`src/rtl/mem_pkg.sv`:
```
// Package: mem_pkg
// Shared definitions for the single-port RAM and its two-requester arbiter:
//   - FSM state encoding of ram_arbiter
//   - number of requesters
//   - default word/address widths used by ram and ram_arbiter
//   - small helper to turn a requester index into a one-hot vector
package mem_pkg;

    localparam int NUM_REQ        = 2;
    localparam int DEF_DATA_WIDTH = 8;
    localparam int DEF_ADDR_WIDTH = 3;

    typedef enum logic [1:0] {
        ST_IDLE   = 2'd0,
        ST_ACCESS = 2'd1,
        ST_RDWAIT = 2'd2,
        ST_RESP   = 2'd3
    } state_e;

    function automatic logic [NUM_REQ-1:0] onehot2(input logic idx);
        return idx ? 2'b10 : 2'b01;
    endfunction

endpackage

```
`src/rtl/ram_arbiter_if.sv`:
```
// Interface: ram_arbiter_if
// Requester-side bus of ram_arbiter. Both requesters share one bundle; the
// per-requester fields are packed side by side (requester i in slice i).
//   req     requester i has a pending access
//   we      1 = write, 0 = read (valid while req[i] is high)
//   addr    addr[i*ADDR_WIDTH +: ADDR_WIDTH]
//   wdata   wdata[i*DATA_WIDTH +: DATA_WIDTH]
//   gnt     one-cycle accept pulse per requester
//   rvalid  one-cycle read-result pulse per requester
//   rd_data shared read result, qualified by rvalid
//   busy    arbiter is not idle
// Modports: master = the client side, slave = the arbiter.
interface ram_arbiter_if
    import mem_pkg::*;
#(
    parameter int DATA_WIDTH = DEF_DATA_WIDTH,
    parameter int ADDR_WIDTH = DEF_ADDR_WIDTH
);
    logic [NUM_REQ-1:0]            req;
    logic [NUM_REQ-1:0]            we;
    logic [NUM_REQ*ADDR_WIDTH-1:0] addr;
    logic [NUM_REQ*DATA_WIDTH-1:0] wdata;
    logic [NUM_REQ-1:0]            gnt;
    logic [NUM_REQ-1:0]            rvalid;
    logic [DATA_WIDTH-1:0]         rd_data;
    logic                          busy;

    modport master (
        output req, we, addr, wdata,
        input  gnt, rvalid, rd_data, busy
    );

    modport slave (
        input  req, we, addr, wdata,
        output gnt, rvalid, rd_data, busy
    );
endinterface

```
`src/rtl/ram_arbiter_arb2.sv`:
```
// Module: rr_arb2
// Two-way winner select for ram_arbiter.
// Default build: round-robin. A lone requester wins; on a tie the requester
// that was not granted last wins. rr_last resets to 1 so requester 0 takes
// the first tie after reset.
// With RAM_ARB_FIXED_PRIO_EN defined: requester 0 always wins a tie and no
// history register exists (clk/rst/upd_i ports are absent).
// Ports:
//   clk    in   clock (round-robin build only)
//   rst    in   synchronous active-high reset (round-robin build only)
//   upd_i  in   a grant is being issued this cycle (round-robin build only)
//   req_i  in   pending requests
//   win_o  out  index of the winning requester (meaningful when req_i != 0)
module rr_arb2 (
`ifndef RAM_ARB_FIXED_PRIO_EN
    input  logic       clk,
    input  logic       rst,
    input  logic       upd_i,
`endif
    input  logic [1:0] req_i,
    output logic       win_o
);
`ifndef RAM_ARB_FIXED_PRIO_EN
    logic rr_last_q;
    logic rr_last_d;

    always_comb begin
        win_o = 1'b0;
        if (req_i == 2'b10) begin
            win_o = 1'b1;
        end else if (req_i == 2'b11) begin
            win_o = ~rr_last_q;
        end
    end

    assign rr_last_d = upd_i ? win_o : rr_last_q;

    always_ff @(posedge clk) begin
        if (rst) begin
            rr_last_q <= 1'b1;
        end else begin
            rr_last_q <= rr_last_d;
        end
    end
`else
    // Requester 1 only wins when requester 0 is silent.
    assign win_o = ~req_i[0] & req_i[1];
`endif
endmodule

```
`src/rtl/ram_arbiter.sv`:
```
// Module: ram_arbiter
// Two-requester arbiter/sequencer in front of a single-port synchronous RAM.
// One access (write or read) is accepted per grant; the RAM ports are driven
// from registers and read data comes back with a per-requester valid pulse.
//   write: IDLE -> ACCESS -> IDLE                (next request sampled 2 cycles later)
//   read : IDLE -> ACCESS -> RDWAIT -> RESP -> IDLE
// Optional build macro: RAM_ARB_FIXED_PRIO_EN (fixed priority, requester 0
// wins ties) -- handled inside rr_arb2.
// Ports:
//   clk          in   clock
//   rst          in   synchronous active-high reset
//   bus          slave modport of ram_arbiter_if (req/we/addr/wdata in,
//                gnt/rvalid/rd_data/busy out)
//   ram_wr_en    out  RAM wr_en
//   ram_addr     out  RAM addr
//   ram_wr_data  out  RAM w_data
//   ram_rd_data  in   RAM r_data (valid one cycle after the address)
module ram_arbiter
    import mem_pkg::*;
#(
    parameter int DATA_WIDTH = DEF_DATA_WIDTH,
    parameter int ADDR_WIDTH = DEF_ADDR_WIDTH
) (
    input  logic                  clk,
    input  logic                  rst,
    ram_arbiter_if.slave          bus,
    output logic                  ram_wr_en,
    output logic [ADDR_WIDTH-1:0] ram_addr,
    output logic [DATA_WIDTH-1:0] ram_wr_data,
    input  logic [DATA_WIDTH-1:0] ram_rd_data
);
    state_e                state_q, state_d;
    logic [NUM_REQ-1:0]    gnt_q, gnt_d;
    logic [NUM_REQ-1:0]    rvalid_q, rvalid_d;
    logic [DATA_WIDTH-1:0] rd_data_q, rd_data_d;
    logic                  busy_q, busy_d;
    logic                  ram_wr_en_q, ram_wr_en_d;
    logic [ADDR_WIDTH-1:0] ram_addr_q, ram_addr_d;
    logic [DATA_WIDTH-1:0] ram_wr_data_q, ram_wr_data_d;
    logic                  sel_q, sel_d;     // requester being served
    logic                  is_wr_q, is_wr_d; // access being served is a write

    logic win;
    logic grant;

    rr_arb2 u_arb (
`ifndef RAM_ARB_FIXED_PRIO_EN
        .clk   (clk),
        .rst   (rst),
        .upd_i (grant),
`endif
        .req_i (bus.req),
        .win_o (win)
    );

    always_comb begin
        state_d       = state_q;
        gnt_d         = '0;
        rvalid_d      = '0;
        rd_data_d     = rd_data_q;
        ram_wr_en_d   = 1'b0;
        ram_addr_d    = ram_addr_q;
        ram_wr_data_d = ram_wr_data_q;
        sel_d         = sel_q;
        is_wr_d       = is_wr_q;
        grant         = 1'b0;

        case (state_q)
            ST_IDLE: begin
                if (|bus.req) begin
                    grant         = 1'b1;
                    ram_addr_d    = win ? bus.addr[ADDR_WIDTH +: ADDR_WIDTH]
                                        : bus.addr[0 +: ADDR_WIDTH];
                    ram_wr_data_d = win ? bus.wdata[DATA_WIDTH +: DATA_WIDTH]
                                        : bus.wdata[0 +: DATA_WIDTH];
                    ram_wr_en_d   = bus.we[win];
                    gnt_d         = onehot2(win);
                    sel_d         = win;
                    is_wr_d       = bus.we[win];
                    state_d       = ST_ACCESS;
                end
            end
            // RAM performs the access at the edge closing this cycle.
            ST_ACCESS: begin
                state_d = is_wr_q ? ST_IDLE : ST_RDWAIT;
            end
            // RAM read data is on ram_rd_data now.
            ST_RDWAIT: begin
                rd_data_d = ram_rd_data;
                rvalid_d  = onehot2(sel_q);
                state_d   = ST_RESP;
            end
            ST_RESP: begin
                state_d = ST_IDLE;
            end
            default: begin
                state_d = ST_IDLE;
            end
        endcase

        // busy is registered, so it follows the state being entered.
        busy_d = (state_d != ST_IDLE);
    end

    always_ff @(posedge clk) begin
        if (rst) begin
            state_q       <= ST_IDLE;
            gnt_q         <= '0;
            rvalid_q      <= '0;
            rd_data_q     <= '0;
            busy_q        <= 1'b0;
            ram_wr_en_q   <= 1'b0;
            ram_addr_q    <= '0;
            ram_wr_data_q <= '0;
            sel_q         <= 1'b0;
            is_wr_q       <= 1'b0;
        end else begin
            state_q       <= state_d;
            gnt_q         <= gnt_d;
            rvalid_q      <= rvalid_d;
            rd_data_q     <= rd_data_d;
            busy_q        <= busy_d;
            ram_wr_en_q   <= ram_wr_en_d;
            ram_addr_q    <= ram_addr_d;
            ram_wr_data_q <= ram_wr_data_d;
            sel_q         <= sel_d;
            is_wr_q       <= is_wr_d;
        end
    end

    assign bus.gnt     = gnt_q;
    assign bus.rvalid  = rvalid_q;
    assign bus.rd_data = rd_data_q;
    assign bus.busy    = busy_q;
    assign ram_wr_en   = ram_wr_en_q;
    assign ram_addr    = ram_addr_q;
    assign ram_wr_data = ram_wr_data_q;
endmodule
```
`src/flat_wrapper.sv`:
```
// flat-port wrapper written by rule: the top's interface ports become plain ports
module ram_arbiter_flat import mem_pkg::*;
#(
    parameter int DATA_WIDTH = DEF_DATA_WIDTH,
    parameter int ADDR_WIDTH = DEF_ADDR_WIDTH
)
  (clk, rst, ram_wr_en, ram_addr, ram_wr_data, ram_rd_data, bus_req, bus_we, bus_addr, bus_wdata, bus_gnt, bus_rvalid, bus_rd_data, bus_busy);
  ram_arbiter_if #(.DATA_WIDTH(DATA_WIDTH), .ADDR_WIDTH(ADDR_WIDTH)) bus_i ();
  input  logic clk;
  input  logic rst;
  output logic ram_wr_en;
  output logic [ADDR_WIDTH-1:0] ram_addr;
  output logic [DATA_WIDTH-1:0] ram_wr_data;
  input  logic [DATA_WIDTH-1:0] ram_rd_data;
  input wire logic [$bits(bus_i.req)-1:0] bus_req;
  input wire logic [$bits(bus_i.we)-1:0] bus_we;
  input wire logic [$bits(bus_i.addr)-1:0] bus_addr;
  input wire logic [$bits(bus_i.wdata)-1:0] bus_wdata;
  output wire logic [$bits(bus_i.gnt)-1:0] bus_gnt;
  output wire logic [$bits(bus_i.rvalid)-1:0] bus_rvalid;
  output wire logic [$bits(bus_i.rd_data)-1:0] bus_rd_data;
  output wire logic [$bits(bus_i.busy)-1:0] bus_busy;
  assign bus_i.req = bus_req;
  assign bus_i.we = bus_we;
  assign bus_i.addr = bus_addr;
  assign bus_i.wdata = bus_wdata;
  assign bus_gnt = bus_i.gnt;
  assign bus_rvalid = bus_i.rvalid;
  assign bus_rd_data = bus_i.rd_data;
  assign bus_busy = bus_i.busy;
  ram_arbiter #(.DATA_WIDTH(DATA_WIDTH), .ADDR_WIDTH(ADDR_WIDTH)) u_core (.clk(clk), .rst(rst), .bus(bus_i), .ram_wr_en(ram_wr_en), .ram_addr(ram_addr), .ram_wr_data(ram_wr_data), .ram_rd_data(ram_rd_data));
endmodule
```
`config.mk`:
```
export PLATFORM = sky130hd
export DESIGN_NAME = ram_arbiter_flat
export DESIGN_NICKNAME = d
export VERILOG_FILES = /design/src/rtl/mem_pkg.sv /design/src/rtl/ram_arbiter_if.sv /design/src/rtl/ram_arbiter_arb2.sv /design/src/rtl/ram_arbiter.sv /design/src/flat_wrapper.sv
export SDC_FILE = /design/constraint.sdc
export NUM_CORES = 1
export LEC_CHECK = 0
export CORE_MARGIN = 1
export CORE_UTILIZATION = 42
export DETAILED_ROUTE_END_ITERATION = 10
export GPL_ROUTABILITY_DRIVEN = 1
export PLACE_DENSITY = 0.82
export SYNTH_ARGS = -nofsm -noshare
export SYNTH_HDL_FRONTEND = slang
export SYNTH_HIERARCHICAL = 1
export SYNTH_SLANG_ARGS = --single-unit
```
`constraint.sdc`:
```
create_clock -name clk -period 1.95 [get_ports clk]
set_input_delay 0.195 -clock clk [delete_from_list [all_inputs] [get_ports clk]]
set_output_delay 0.195 -clock clk [all_outputs]
set_load 0.05 [all_outputs]
```
# Word-level counts from Yosys, hierarchy flattened
# Index checks and enable logic that the tools add are counted.
[word_totals] regBits=30 inputBits=36 out_inout_bits=25 wordCells=40
[classes] magnitude_cmp=1 eq_ne=5 mux=13 n_bitwise=4 n_reduce_logical=6
[ops] cell="$eq 2x2->1 const B" n=4
[ops] cell="$mux 2" n=4
[ops] cell="$mux 8" n=1
[ops] cell="$pmux 2 s4" n=1
[ops] cell="$mux 1" n=6
[ops] cell="$not 1->1" n=4
[ops] cell="$reduce_or 2->1" n=2
[ops] cell="$mux 3" n=1
[ops] cell="$reduce_or 3->1" n=1
[ops] cell="$eq 2x1->1 const B" n=1
[ops] cell="$logic_not 2->1" n=1
[ops] cell="$lt 1x2->1 const B" n=1
[ops] cell="$reduce_and 2->1" n=1
[ops] cell="$reduce_bool 2->1" n=1

# Longest topological paths before layout
# Gate-level depths: netlist of the first run.
[depth] ltp_word=5 mapped_depth=7 depth_no_buf=5

# Cells and area by module
# The synthesis of the first run kept the hierarchy.
[modules_own_cells] module="ram_arbiter" instances=1 cells_each=119 area_each_um2=1181.1 seq_area_each_um2=580.6
[modules_own_cells] module="rr_arb2" instances=1 cells_each=4 area_each_um2=42.5 seq_area_each_um2=20.0

# Least setup slack after synthesis of the first run
# No wires, ideal clock.
[synth_path] path_kind="flip-flop to flip-flop" from="register u_core.u_arb.rr_last_q" to="register u_core.ram_addr_q[0] (netlist: u_core/ram_addr[0])" setup_time_ns=0.140 arrival_time_ns=1.141 t_required_ns=1.810 setup_slack_ns=0.669 path_stages_with_launch=6 n_path_buf=2 period_less_slack_ns=1.281 cell_sequence="dfxtp_1 > a21boi_1 > buf_4 > buf_2 > mux2i_1 > a211oi_2"
[synth_via] elab_chain_cells=4
[synth_rtl] item="start, declared" line_no="ram_arbiter_arb2.sv:24" text="logic rr_last_q;"
[synth_rtl] item="start signal, assigned" line_no="ram_arbiter_arb2.sv:42" text="rr_last_q <= rr_last_d;"
[synth_rtl] item="$not 1->1" line_no="ram_arbiter_arb2.sv:32" text="win_o = ~rr_last_q;"
[synth_rtl] item="$mux 1" line_no="ram_arbiter_arb2.sv:31" text="end else if (req_i == 2'b11) begin"
[synth_rtl] item="$mux 1" line_no="ram_arbiter_arb2.sv:29" text="if (req_i == 2'b10) begin"
[synth_rtl] item="named net u_core.win" line_no="ram_arbiter.sv:43" text="logic win;"
[synth_rtl] item="$mux 3" line_no="ram_arbiter.sv:72" text="ram_addr_d = win ? bus.addr[ADDR_WIDTH +: ADDR_WIDTH]"
[synth_rtl] item="end signal, assigned" line_no="ram_arbiter.sv:124" text="ram_addr_q <= ram_addr_d;"
[synth_rtl] item="end, declared" line_no="ram_arbiter.sv:38" text="logic [ADDR_WIDTH-1:0] ram_addr_q, ram_addr_d;"
# The timed path passes the listed nets, and every way through them passes these cells.
# A chain may end at the register's enable or synchronous reset.

# Final worst setup path of the first run
[layout_path] from="register u_core.rd_data_q[1] (netlist: u_core/bus.rd_data[1])" to="output port bus_rd_data[1]"
[layout_rtl] item="start, declared" line_no="ram_arbiter.sv:35" text="logic [DATA_WIDTH-1:0] rd_data_q, rd_data_d;"
[layout_rtl] item="start signal, assigned" line_no="ram_arbiter.sv:121" text="rd_data_q <= rd_data_d;"
[layout_rtl] item="end, declared" line_no="flat_wrapper.sv:21" text="output wire logic [$bits(bus_i.rd_data)-1:0] bus_rd_data;"
# No word-level cell between the ends.

==> key figures, run 1 <==
Worst setup path
  – Critical path peak fanout: 2
  – Critical path capture point type: output pin
  – Critical Path Stages: 1
  – Worst Path Arrival: between 1 and 1.5 ns
  – Largest stage delay, worst path: 0.82 ns
  – CP Buf/Inv Count: 1
  – CP Launch Type: flip-flop
  – Worst-path cell chain: clkdlybuf4s50_1
  – R2R setup slack: 0.71 ns
  – Reg2reg path depth: 4
  – Crit path max-delay family: buffers and inverters
  – Worst Path Required: 1.75 ns
  – Crit Path Class: reg2out
  – Slowest-stage cell, CP: clkdlybuf4s50_1

Placement
  – Detailed placement HPWL: 2150 um
  – Port bufs: 60
  – Final Wtd Congestion: just under 0.8

Clocking
  – Post-cts repair resize count: 0
  – Cts hold-fix bufs: 0
  – Clk sink count: 30
  – Root Buffer: clkbuf_4
  – H-tree depth: 2
  – TritonCTS buffer count: 5
  – Worst-case clock buffer depth: 2
  – Worst-skew pair later-pin latency: 0.31 ns
  – CTS tree: built
  – Clock Pin Slew Worst Setup and Hold Paths: 0.08 ns
  – Postcts setup bufs: 0

Die
  – DIE AREA: about 3100 um^2
  – I/O pin total: 61
  – Total core area: between 2000 and 3000 um^2
  – Row cnt: 19
  – Initial cell density of the core: 44.4%
  – Die Height: 56.0 um
  – Die width: 56.0 um

Final layout
  – Share of cells above drive strength 1: 12.6%
  – Final Net Count: about 220
  – Final core occ: 68.5%
  – Inserted Diodes: 0
  – # fillers: roughly 210
  – Area Overhead vs Synth: 54.3%
  – Commonest non-fill, non-tap cells in the layout: clkdlybuf4s50_1 (60), dfxtp_1 (30), a21oi_1 (23)
  – Commonest non-fill, non-tap cell in the layout: clkdlybuf4s50_1

Yosys
  – Seq cells post-synth: 30
  – Synth Warn #: 6
  – Seq/Total Area, Yosys: about half
  – Synth Cell Area: 1220 um^2
  – Syn_nets: around 160
  – Yosys cell types: 25
  – Syn avg cell area: slightly below 10 um^2
  – Syn Inst Count: approximately 120

Power
  – Pwr Density: 905 nW/um^2
  – Maximum vdd drop: 0.855 mV
  – Leak: around 0.68 nW

STA
  – Setup TNS Final: 0 ns
  – Final Hold Fails: 0
  – Worst Skew: 0.00457 ns
  – Final cycle utilization of the critical path: 85.7%
  – Least-Margin Pin Slew: 0.523 ns
  – Setup Viol. Count Final: 0
  – Worst rel slew slack: 65.1%
  – Max Slew Vio Count: 0
  – Max Freq: 0.598 GHz
  – RSZ-0062 raised after global routing: no
  – Minimum clock period after layout: ~1.7 ns

Hold path
  – Worst hold-check path type: in2reg
  – WHS Path Cells: 3

Routing
  – Routed WL: between 2000 and 3000 um
  – ANT nets after route: 0
  – Iter 0 DRT Violations: 12
  – Wire per inst: 13.7 um
  – First-pass DRT Iterations: 4
  – Via-to-Cell Ratio: 5.14
  – Vias: 1,101
  – DRC Markers: 0

Global routing
  – Largest net degree at the start of global routing: 31
  – Vias in the first global route: 1,140
  – First-pass GRT wire length: approximately 5000 um
  – GRT Util Overall: 19.7%
  – Initial antenna violation count: 0
  – Total grt overflow: 0

Outcome
  – Status: completed

Job
  – Max-cap violations: 0
-- cells in the mapped netlist --
cell type,instances,area [um^2]
nand2b_1,1,6.26
dfxtp_1,30,601
nor2b_1,2,12.5
or2_1,1,6.26
a31oi_1,1,6.26
nand2_1,16,60.1
mux2i_1,12,120
nor3b_1,2,15.0
buf_4,1,7.51
buf_2,5,25.0
clkbuf_1,3,11.3
a21oi_1,23,115
inv_4,1,6.26
nand2_4,1,11.3
a211o_1,1,8.76
buf_6,2,22.5
nand3_1,1,5.00
a21boi_1,1,7.51
or3b_2,1,8.76
o31ai_1,1,7.51
nor3_1,3,15.0
nor2_2,1,6.26
a211oi_1,3,22.5
a211oi_2,9,113
nor2_1,1,3.75
-- flip-flops by register name, indices dropped and copies added (netlist names) --
name	count
u_core/bus.rd_data	8
u_core/ram_wr_data	8
u_core/ram_addr	3
u_core/bus.gnt	2
u_core/bus.rvalid	2
u_core/state_q	2
u_core/bus.busy	1
u_core/is_wr_q	1
u_core/ram_wr_en	1
u_core/sel_q	1
u_core/u_arb/rr_last_q	1
-- power by group --
group	switching, mW	internal, mW
Combinational	0.395	0.264
Clock	0.187	0.136
Sequential	0.0402	0.687
Total	0.622	1.09
-- cell type report --
type,count,area [um^2],share of cell area (%)
flip-flops and latches,30,601,31.8
inverters,1,6.26,0.331
well taps,31,38.8,2.05
repair buffers,64,643,34.1
clock buffers,7,45.0,2.39
multi-input cells,81,554,29.4
-- per-stage QoR --
stage | hold WS, ns | instance area (um^2) | worst slack [ns] | instances | power (mW)
detailed placement | 0.445 | 1840 | 0.289 | 207 | 1.40
global placement | 0.436 | 1840 | 0.371 | 207 | 1.39
floorplan | 0.289 | 1220 | 0.669 | 123 | 1.17
finish | 0.423 | 1890 | 0.279 | 214 | 1.71
CTS | 0.412 | 1890 | 0.266 | 214 | 1.73
global route | 0.418 | 1890 | 0.222 | 214 | 1.79
-- path summary, 6_finish.rpt --
path | from | end
setup / recovery | u_core/bus.rd_data[1] | bus_rd_data[1]
hold / removal | ram_rd_data[0] | u_core/bus.rd_data[0]
setup reg to reg | u_core/u_arb/rr_last_q | u_core/is_wr_q
hold reg to reg | u_core/sel_q | u_core/bus.rvalid[0]
-- cells by family (layout without fill, tap and decap cells) --
logic type	Yosys count	count (layout)	share of synthesized area, %
buffers and inverters	12	72	5.93
flip-flops	30	30	49.1
AO/OA/AOI/OAI	39	39	22.9
AND/OR/NAND/NOR	30	30	12.3
multiplexers	12	12	9.82
-- metal layers --
layer / vias up / wire, um / global-route usage (%)
met3: 4 / 296 / 8.14
met2: 47 / 1420 / 34.2
met1: 494 / 1190 / 20.9
met4: 0 / 27 / 8.36
li1: 556 / - / -
met5: - / 0 / 0
(Power assumes the default switching activity.)
==> run 2, diff against run 1 <==
--- a/config.mk
+++ b/config.mk
@@ -6,10 +6,11 @@
 export NUM_CORES = 1
 export LEC_CHECK = 0
 export CORE_MARGIN = 1
-export CORE_UTILIZATION = 42
+export CORE_UTILIZATION = 39
 export DETAILED_ROUTE_END_ITERATION = 10
 export GPL_ROUTABILITY_DRIVEN = 1
-export PLACE_DENSITY = 0.82
+export MAX_ROUTING_LAYER = met4
+export PLACE_DENSITY = 0.89
 export SYNTH_ARGS = -nofsm -noshare
 export SYNTH_HDL_FRONTEND = slang
 export SYNTH_HIERARCHICAL = 1
==> constraint.sdc (replaced) <==
create_clock -name clk -period 1.6 [get_ports clk]
set_input_delay 0.16 -clock clk [delete_from_list [all_inputs] [get_ports clk]]
set_output_delay 0.16 -clock clk [all_outputs]
set_load 0.05 [all_outputs]
==> run 2 against run 1 <==
  * The flow now finishes with violations (DRC)
  * Die area rose by 7.4%
  * Combinational power rose by 21%
  * Clock skew rose by 0.0054 ns
  * First-iteration DRC count rose to 3.9 times the previous value
  * Clock power rose by 25%
  * Final area fell by 1.7%
  * Non-clock buffer count rose by 1
  * Total power rose by 22%
  * Register-to-register slack got worse by 0.36 ns
  * Flip-flop and latch count did not move
  * Largest cell class unchanged
  * Largest power group unchanged
==> key figures, run 2 (synthesis results as in run 1) <==
Job
  – Max-cap violations: 0 (unchanged)

Worst setup path
  – Critical path capture point type: output pin (unchanged)
  – Largest stage delay, worst path: 0.53 ns (was 0.82 ns)
  – CP Buf/Inv Count: 1 (unchanged)
  – Slowest-stage cell, CP: dlygate4sd2_1 (was clkdlybuf4s50_1)
  – Crit Path Class: reg2out (unchanged)
  – Critical path peak fanout: 1 (was 2)
  – Worst Path Required: 1.44 ns (was 1.75 ns)
  – Worst Path Arrival: 1.17 ns (was 1.48 ns)
  – CP Launch Type: flip-flop (unchanged)
  – Worst-path cell chain: dlygate4sd2_1 (was clkdlybuf4s50_1)
  – Crit path max-delay family: buffers and inverters (unchanged)

Final layout
  – Area Overhead vs Synth: 51.6% (was 54.3%)
  – Inserted Diodes: 0 (unchanged)
  – Final core occ: 65.0% (was 68.5%)
  – Commonest non-fill, non-tap cells in the layout: clkdlybuf4s50_1 (35), dfxtp_1 (30), buf_4 (25) (was clkdlybuf4s50_1 (60), dfxtp_1 (30), a21oi_1 (23))
  – Share of cells above drive strength 1: 26.1% (was 12.6%)
  – Non-filler cells in the finished layout: 215 (was 214)
  – Final Net Count: 220 (was 219)
  – Final Cell Area: 1860 um^2 (was 1890 um^2)
  – Commonest non-fill, non-tap cell in the layout: clkdlybuf4s50_1 (unchanged)

Die
  – Total core area: 2850 um^2 (was 2760 um^2)
  – DIE AREA: 3370 um^2 (was 3130 um^2)
  – Die Height: 58.0 um (was 56.0 um)
  – Die width: 58.0 um (was 56.0 um)
  – Initial cell density of the core: 42.9% (was 44.4%)
  – Row cnt: 19 (unchanged)
  – I/O pin total: 61 (unchanged)

Global routing
  – Grt met1 use: 19.5% (was 20.9%)
  – Initial antenna violation count: 0 (unchanged)
  – Total grt overflow: 0 (unchanged)
  – Met3 Use GR: 8.04% (was 8.14%)
  – GR peak layer: met2 (unchanged)
  – First-pass GRT wire length: 4650 um (was 4880 um)
  – GRT Util Overall: 19.2% (was 19.7%)
  – Largest net degree at the start of global routing: 31 (unchanged)
  – Met2 GRT Util: 32.5% (was 34.2%)
  – Vias in the first global route: 1,079 (was 1,140)

STA
  – Fin Hold WS: 0.370 ns (was 0.423 ns)
  – Max Freq: 0.754 GHz
  – Setup TNS Final: 0 ns (unchanged)
  – RSZ-0062 raised after global routing: no (unchanged)
  – Worst Skew: 0.0100 ns (was 0.00457 ns)
  – Least-Margin Pin Slew: 0.545 ns (was 0.523 ns)
  – Final cycle utilization of the critical path: 82.9%
  – Max Slew Vio Count: 0 (unchanged)
  – Worst rel slew slack: 63.6% (was 65.1%)
  – Minimum clock period after layout: approximately 1.3 ns
  – Setup Viol. Count Final: 0 (unchanged)
  – Final Hold Fails: 0 (unchanged)
  – Setup ws final: 0.273 ns (was 0.279 ns)

Routing
  – DRC Markers: 7 (was 0)
  – First-pass DRT Iterations: 7 (was 4)
  – Vias: 1,118 (was 1,101)
  – ANT nets after route: 0 (unchanged)
  – Routed WL: 3020 um (was 2930 um)
  – Iter 0 DRT Violations: 47 (was 12)
  – Wire per inst: 14.1 um (was 13.7 um)
  – Via-to-Cell Ratio: 5.20 (was 5.14)

Power
  – Pwr Density: 1130 nW/um^2 (was 905 nW/um^2)
  – Pwr Total: 2.09 mW (was 1.71 mW)
  – Leak: 0.762 nW (was 0.683 nW)
  – Maximum vdd drop: 0.619 mV (was 0.855 mV)

Clocking
  – Postcts setup bufs: 0 (unchanged)
  – Worst-case clock buffer depth: 2 (unchanged)
  – TritonCTS buffer count: 5 (unchanged)
  – CTS tree: built (unchanged)
  – Cts hold-fix bufs: 0 (unchanged)
  – H-tree depth: 2 (unchanged)
  – Clk sink count: 30 (unchanged)
  – Root Buffer: clkbuf_4 (unchanged)
  – Clock Pin Slew Worst Setup and Hold Paths: 0.09 ns (was 0.08 ns)
  – Post-cts repair resize count: 2 (was 0)
  – Worst-skew pair later-pin latency: 0.33 ns (was 0.31 ns)

Placement
  – Cells after DPL: 208 (was 207)
  – Detailed placement HPWL: 2280 um (was 2150 um)
  – Pre-CTS WS: 0.0110 ns (was 0.289 ns)
  – Final Wtd Congestion: 0.711 (was 0.769)
  – Port bufs: 60 (unchanged)
  – DP Area: 1810 um^2 (was 1840 um^2)

Outcome
  – Status: finished, violations left (was completed)
  – Failing checks: DRC

Hold path
  – Worst hold-check path type: in2reg (unchanged)
-- run 2: worst paths after layout --
| kind | endpoint | start | cells after the start | slack, ns |
|---|---|---|---|---|
| worst max-delay path | ram_wr_en | u_core/ram_wr_en | 1 | 0.27 |
| worst min-delay path | u_core/bus.rd_data[7] | ram_rd_data[7] | 3 | 0.37 |
| worst max register to register | u_core/bus.rd_data[3] | u_core/state_q[1] | 3 | 0.35 |
| worst min register to register | u_core/bus.rd_data[7] | u_core/bus.rd_data[7] | 2 | 0.46 |
-- run 2: power breakdown --
part	switching, mW	total (mW)	internal [mW]
sequential	0.0518	0.889	0.837
combinational	0.490	0.795	0.305
clock	0.247	0.405	0.157
total	0.789	2.09	1.30
-- run 2: per-layer routing --
metal | vias up | share of wire (%)
li1 | 558 | -
met1 | 513 | 38
met2 | 42 | 50
met3 | 5 | 9.9
met4 | 0 | 1.7
met5 | - | 0
-- run 2: cell type report --
type	count	area, um^2
timing repair buffer	65	608
fill	223	997
clock inverter	2	10.0
inverter	1	6.26
multi-input combinational	81	554
sequential	30	601
tap	31	38.8
clock buffer	5	37.5
==> edit 1, RTL diff (config.mk and constraints of run 2) <==
Add a define of `RAM_ARB_FIXED_PRIO_EN`.
--- a/src/rtl/ram_arbiter_arb2.sv
+++ b/src/rtl/ram_arbiter_arb2.sv
@@ -13,2 +13,4 @@
 //   win_o  out  index of the winning requester (meaningful when req_i != 0)
+`define RAM_ARB_FIXED_PRIO_EN
+
 module rr_arb2 (
Formal check against the unedited RTL: not equivalent (Yosys sat finds a counterexample within 4 cycles, from zero or initial values and one cycle with rst high).
==> edit 1 against run 2 <==
- clock skew down 0.0063 ns
- area after synthesis fell by 11%
- worst setup slack lost 0.041 ns
- total power is 2.6% lower
- highest routed layer unchanged
- sequential cell count fell by 1
- count of clock-buffer cells in the layout grew 2
- final area is 5.1% lower
- wire length is 1.4% lower
==> edit 1: results (changes against run 2) <==
synth:
  yosysWarnings: 6  # unchanged
  yosysSeqAreaShare_pct: 53.0  # +3.9 points
  synth_flop_cell: "dfxtp_1"
  synth_fp_nets: 140  # -12%
  synth.distinct_cells: 21  # -16%
  ys_top_cells_by_area: "dfxtp_1 (53%), mux2i_1 (11%), o2bb2ai_2 (6.9%)"
  async_flop_share_pct: 0  # unchanged
  netlist_top_cells_count: "dfxtp_1 (29), nand2_1 (16), mux2i_1 (12)"
status:
  status: "finished, final reports clean"
route:
  firstDrtPassIters: 4  # -3
  avgViaCountPerCell: 5.09  # -2.0%
  wl_um: 2980  # -1.4%
  drt_iter0_drc: 17  # -64%
power_and_ir_drop:
  comb-power_uw: 728  # -8.4%
  p_leak_uw: 0.000774  # +1.6%
  power_density_nw_per_um2: 1160  # +2.7%
  power_frac_clock_pct: 21.2  # +1.8 points
  switchingPower_uw: 735  # -6.9%
  irDropWorstVdd_v: 0.000805  # +30%
clocking:
  cts_resized: 0  # -2
  htreeDepth: 2  # unchanged
  cts_buffers: 5  # unchanged
  root_buffer: "clkbuf_4"
  clkLatencyLatePin_ns: 0.31  # -0.02 ns
  cts_buffer_depth: 2  # unchanged
  postCtsSetupBuffers: 0  # unchanged
  path_clk_slew_ns: 0.08
global_routing:
  grt_max_degree: 18  # -42%
  grt_pass1_vias: 940  # -13%
  grtUsageTotal_pct: 22.6  # +3.4 points
  grt_pass1_wl_um: 4490  # -3.4%
  antenna_found_initial: 0  # unchanged
layout:
  nFillCells: 206  # -7.6%
  num_antenna_cells: 0  # unchanged
  fin_nets: 208  # -5.5%
  final_layout_size_suffix_gt1_share_pct: 25.0  # -1.1 points
sta:
  worst_slew_pin_slew_ns: 0.500  # -0.0449 ns
  fin_skew_ns: 0.00369  # -0.00632 ns
placed_design:
  dp_hpwl_um: 2350  # +2.8%
  gp_congestion: 0.772  # +8.5%
  io_buffer_count: 60  # unchanged
  dpl_cell_area_um2: 1700  # -6.1%
run:
  maxCapViolCount: 0  # unchanged
worst_setup_path:
  critPathMaxFanout: 17  # +16
  slowest_stage: "or4_1"
  arrival_ns: 1.61  # +0.44 ns
  cp_slowest_stage_delay_ns: 0.57  # +0.04 ns
min_path:
  hold_path.class: "input port to register"
-- edit 1: cells by family after synthesis --
logic type	Yosys count	synth area share [%]
buffers and inverters	10	5.03
AOI/OAI and AO/OA	25	19.2
and+or+nand+nor	28	11.8
muxes	12	11.0
DFF	29	53.0
-- edit 1: path summary, 6_finish.rpt --
path | from | slack (ns) | endpoint | cells after the start
min | ram_rd_data[2] | 0.39 | u_core/bus.rd_data[2] | 3
max | u_core/state_q[1] | 0.23 | u_core/ram_wr_data[3] | 3
max reg2reg | u_core/state_q[1] | 0.23 | u_core/ram_wr_data[3] | 3
min reg2reg | u_core/bus.rd_data[3] | 0.46 | u_core/bus.rd_data[3] | 2
-- edit 1: metrics by stage --
stage	hold slack [ns]	worst slack (ns)	setup TNS (ns)	instances
2_1_floorplan	0.274	0.333	0	104
3_3_place_gp	0.427	0.0560	0	195
3_5_place_dp	0.450	-0.0606	-0.423	195
4_1_cts	0.389	0.0193	0	202
5_1_grt	0.385	0.168	0	202
6_report	0.394	0.232	0	202
-- edit 1: final cells by class --
cell class | count | area [um2] | area share [%]
multi-input cells | 65 | 459 | 26.1
repair buffers | 69 | 621 | 35.3
inverters | 2 | 7.51 | 0.426
clock buffers | 7 | 55.1 | 3.13
flip-flops and latches | 29 | 581 | 33.0
well taps | 30 | 37.5 | 2.13
-- edit 1: critical path, delay by kind of cell (launching register included) --
kind | cells | cell delay [ns]
compound gates | 1 | 0.15
simple gates | 1 | 0.57
flops | 1 | 0.35
buf+inv | 1 | 0.23
-- edit 1: per-layer routing --
layer	vias to the layer above	part of all wire (%)	GRT usage, %
met5	-	0	-
met1	493	40	26.0
met3	6	4.1	4.92
met4	0	1.9	11.3
li1	496	-	-
met2	34	54	37.1
==> edit 2, RTL diff (settings of run 2) <==
Without the edit above. Encoding of `state_e`: now one-hot (4 bits for 4 states).
--- a/src/rtl/mem_pkg.sv
+++ b/src/rtl/mem_pkg.sv
@@ -12,7 +12,7 @@
 
-    typedef enum logic [1:0] {
-        ST_IDLE   = 2'd0,
-        ST_ACCESS = 2'd1,
-        ST_RDWAIT = 2'd2,
-        ST_RESP   = 2'd3
+    typedef enum logic [3:0] {
+        ST_IDLE   = 4'b0001,
+        ST_ACCESS = 4'b0010,
+        ST_RDWAIT = 4'b0100,
+        ST_RESP   = 4'b1000
     } state_e;
Behaviour: same outputs for any inputs over 10 cycles, from zero or initial values and one cycle with rst high; not proved beyond that.
==> edit 2 against run 2 <==
- via count grew 4.8%
- combinational power shrank 6.2%
- critical path type is now register to register
- clock skew grew 0.0032 ns
- total power grew 13%
- non-clock buffer count grew 4
- wire length grew 7.8%
- worst setup slack lost 0.14 ns
- synthesized cell count grew 3.3%
- sequential cell count grew 2
- area after synthesis grew 8.1%
- final area grew 10%
- worst hold slack lost 0.014 ns
- critical endpoint is now u_core/bus.rvalid[1]
==> edit 2: results (changes against run 2) <==
global_routing:
  grt_pass1_wl_um: 5110  # +9.8%
  antenna_found_initial: 0  # unchanged
  grt_max_degree: 18  # -42%
  grtUsageTotal_pct: 20.4  # +1.2 points
  grt_pass1_vias: 1149  # +6.5%
synth:
  netlist_top_cells_count: "dfxtp_1 (32), a21oi_1 (21), nand2_1 (16)"
  ys_top_cells_by_area: "dfxtp_1 (48%), mux2i_1 (9.1%), a211oi_2 (8.5%)"
  synthCells: 127  # +3.3%
  synth_fp_nets: 163  # +2.5%
  yosysWarnings: 6  # unchanged
  yosysSeqAreaShare_pct: 48.4  # -0.64 points
  synth.distinct_cells: 30  # +20%
  async_flop_share_pct: 0  # unchanged
layout:
  num_antenna_cells: 0  # unchanged
  final_layout_size_suffix_gt1_share_pct: 28.4  # +2.3 points
worst_setup_path:
  rr_worst_depth: 3  # unchanged
  endpoint: "u_core/bus.rvalid[1]"
  critPathKind: "register to register"
  critPathMaxFanout: 10  # +9
  timing.rr.start: "u_core/state_q[3]"
  regToRegSetupSlack_ns: 0.13  # -0.22 ns
  arrival_ns: 1.76  # +0.59 ns
clocking:
  root_buffer: "clkbuf_4"
  cts_buffer_depth: 2  # unchanged
  cts_buffers: 5  # unchanged
  clkLatencyLatePin_ns: 0.34
  path_clk_slew_ns: 0.10
  htreeDepth: 2  # unchanged
power_and_ir_drop:
  p_leak_uw: 0.000819  # +7.4%
  p_sw_share_pct: 32.1  # -5.7 points
  irDropWorstVdd_v: 0.000875  # +41%
min_path:
  hold_path.class: "input port to register"
route:
  wl_um: 3260  # +7.8%
  vias: 1172  # +4.8%
  firstDrtPassIters: 4  # -3
  wire_per_inst_um: 13.7  # -2.6%
  drt_iter0_drc: 45  # -4.3%
sta:
  max_slew_margin_pct: 67.6  # +4.0 points
  fin_skew_ns: 0.0132  # +0.00316 ns
placed_design:
  post-place-cells: 230  # +11%
  dpl_cell_area_um2: 1950  # +8.0%
  gp_congestion: 0.777  # +9.2%
  io_buffer_count: 60  # unchanged
  dp_hpwl_um: 2480  # +8.8%
status:
  status: "finished, final reports clean"
[edit 2: changes by cell type after synthesis, sizes merged, moves of 2 or more]
cell	before	now
a21oi	23	21
buf	8	6
dfxtp	30	32
nor4b	0	3
[edit 2: metal layers]
| metal | global-route usage, % | share of wire, % | vias to the layer above |
|---|---|---|---|
| met3 | 6.28 | 5.0 | 5 |
| met4 | 9.63 | 1.8 | 0 |
| met1 | 19.8 | 38 | 537 |
| met2 | 36.6 | 55 | 41 |
| li1 | - | - | 589 |
| met5 | - | 0 | - |
[edit 2: layout make-up]
type	instances	area [um2]
timing repair buffer	69	637
clock inverter	1	30.0
clock buffer	7	65.1
tap	44	55.1
multi-input combinational	84	608
sequential	32	641
fill	252	1090
inverter	1	5.00
[edit 2: kinds of logic (layout without fill, tap and decap cells)]
kind of cell / Yosys count / in the layout / synth area share [%]
buffers and inverters: 11 / 78 / 5.86
AND/OR/NAND/NOR: 33 / 33 / 14.5
flip-flops: 32 / 32 / 48.4
AO/OA/AOI/OAI: 39 / 39 / 22.1
multiplexers: 12 / 12 / 9.08
[edit 2: how the worst min path moves through the flow]
stage                    from                endpoint  slack [ns]  cells past startpoint
3_3_place_gp     u_core/sel_q    u_core/bus.rvalid[0]        0.44                      1
2_1_floorplan             rst  u_core/u_arb/rr_last_q        0.25                      1
3_5_place_dp     u_core/sel_q    u_core/bus.rvalid[0]        0.45                      1
4_1_cts        ram_rd_data[3]   u_core/bus.rd_data[3]        0.36                      3
6_report       ram_rd_data[3]   u_core/bus.rd_data[3]        0.36                      3
5_1_grt        ram_rd_data[0]   u_core/bus.rd_data[0]        0.35                      3
[edit 2: through the flow]
step                worst slack, ns  util (%)
floorplan                   0.00273         -
global placement             0.0871      62.4
detailed placement          0.00225      62.4
CTS                           0.141      65.2
global route                 0.0635      65.2
finish                        0.132      65.2
[edit 2: timing repair]
item | 4_1_cts | 5_1_grt
gates resized for setup | 5 | 0
buffers inserted | 0 | 0
endpoints found under the setup margin | 5 | 0
hold buffers | 0 | 0
[edit 2: worst max-delay path, stage by stage, from the launching register on]
cell and delay (ns):
dfxtp_1 0.38, or4b_1 0.72, nor2_2 0.17, and2_1 0.14
[edit 2: power by group through the flow]
stage / sequential, uW / clock, uW / combinational (uW)
2_1_floorplan: 1140 / 0 / 291
3_3_place_gp: 940 / 0 / 728
3_5_place_dp: 943 / 0 / 749
4_1_cts: 925 / 703 / 748
5_1_grt: 933 / 733 / 787
6_report: 925 / 688 / 746
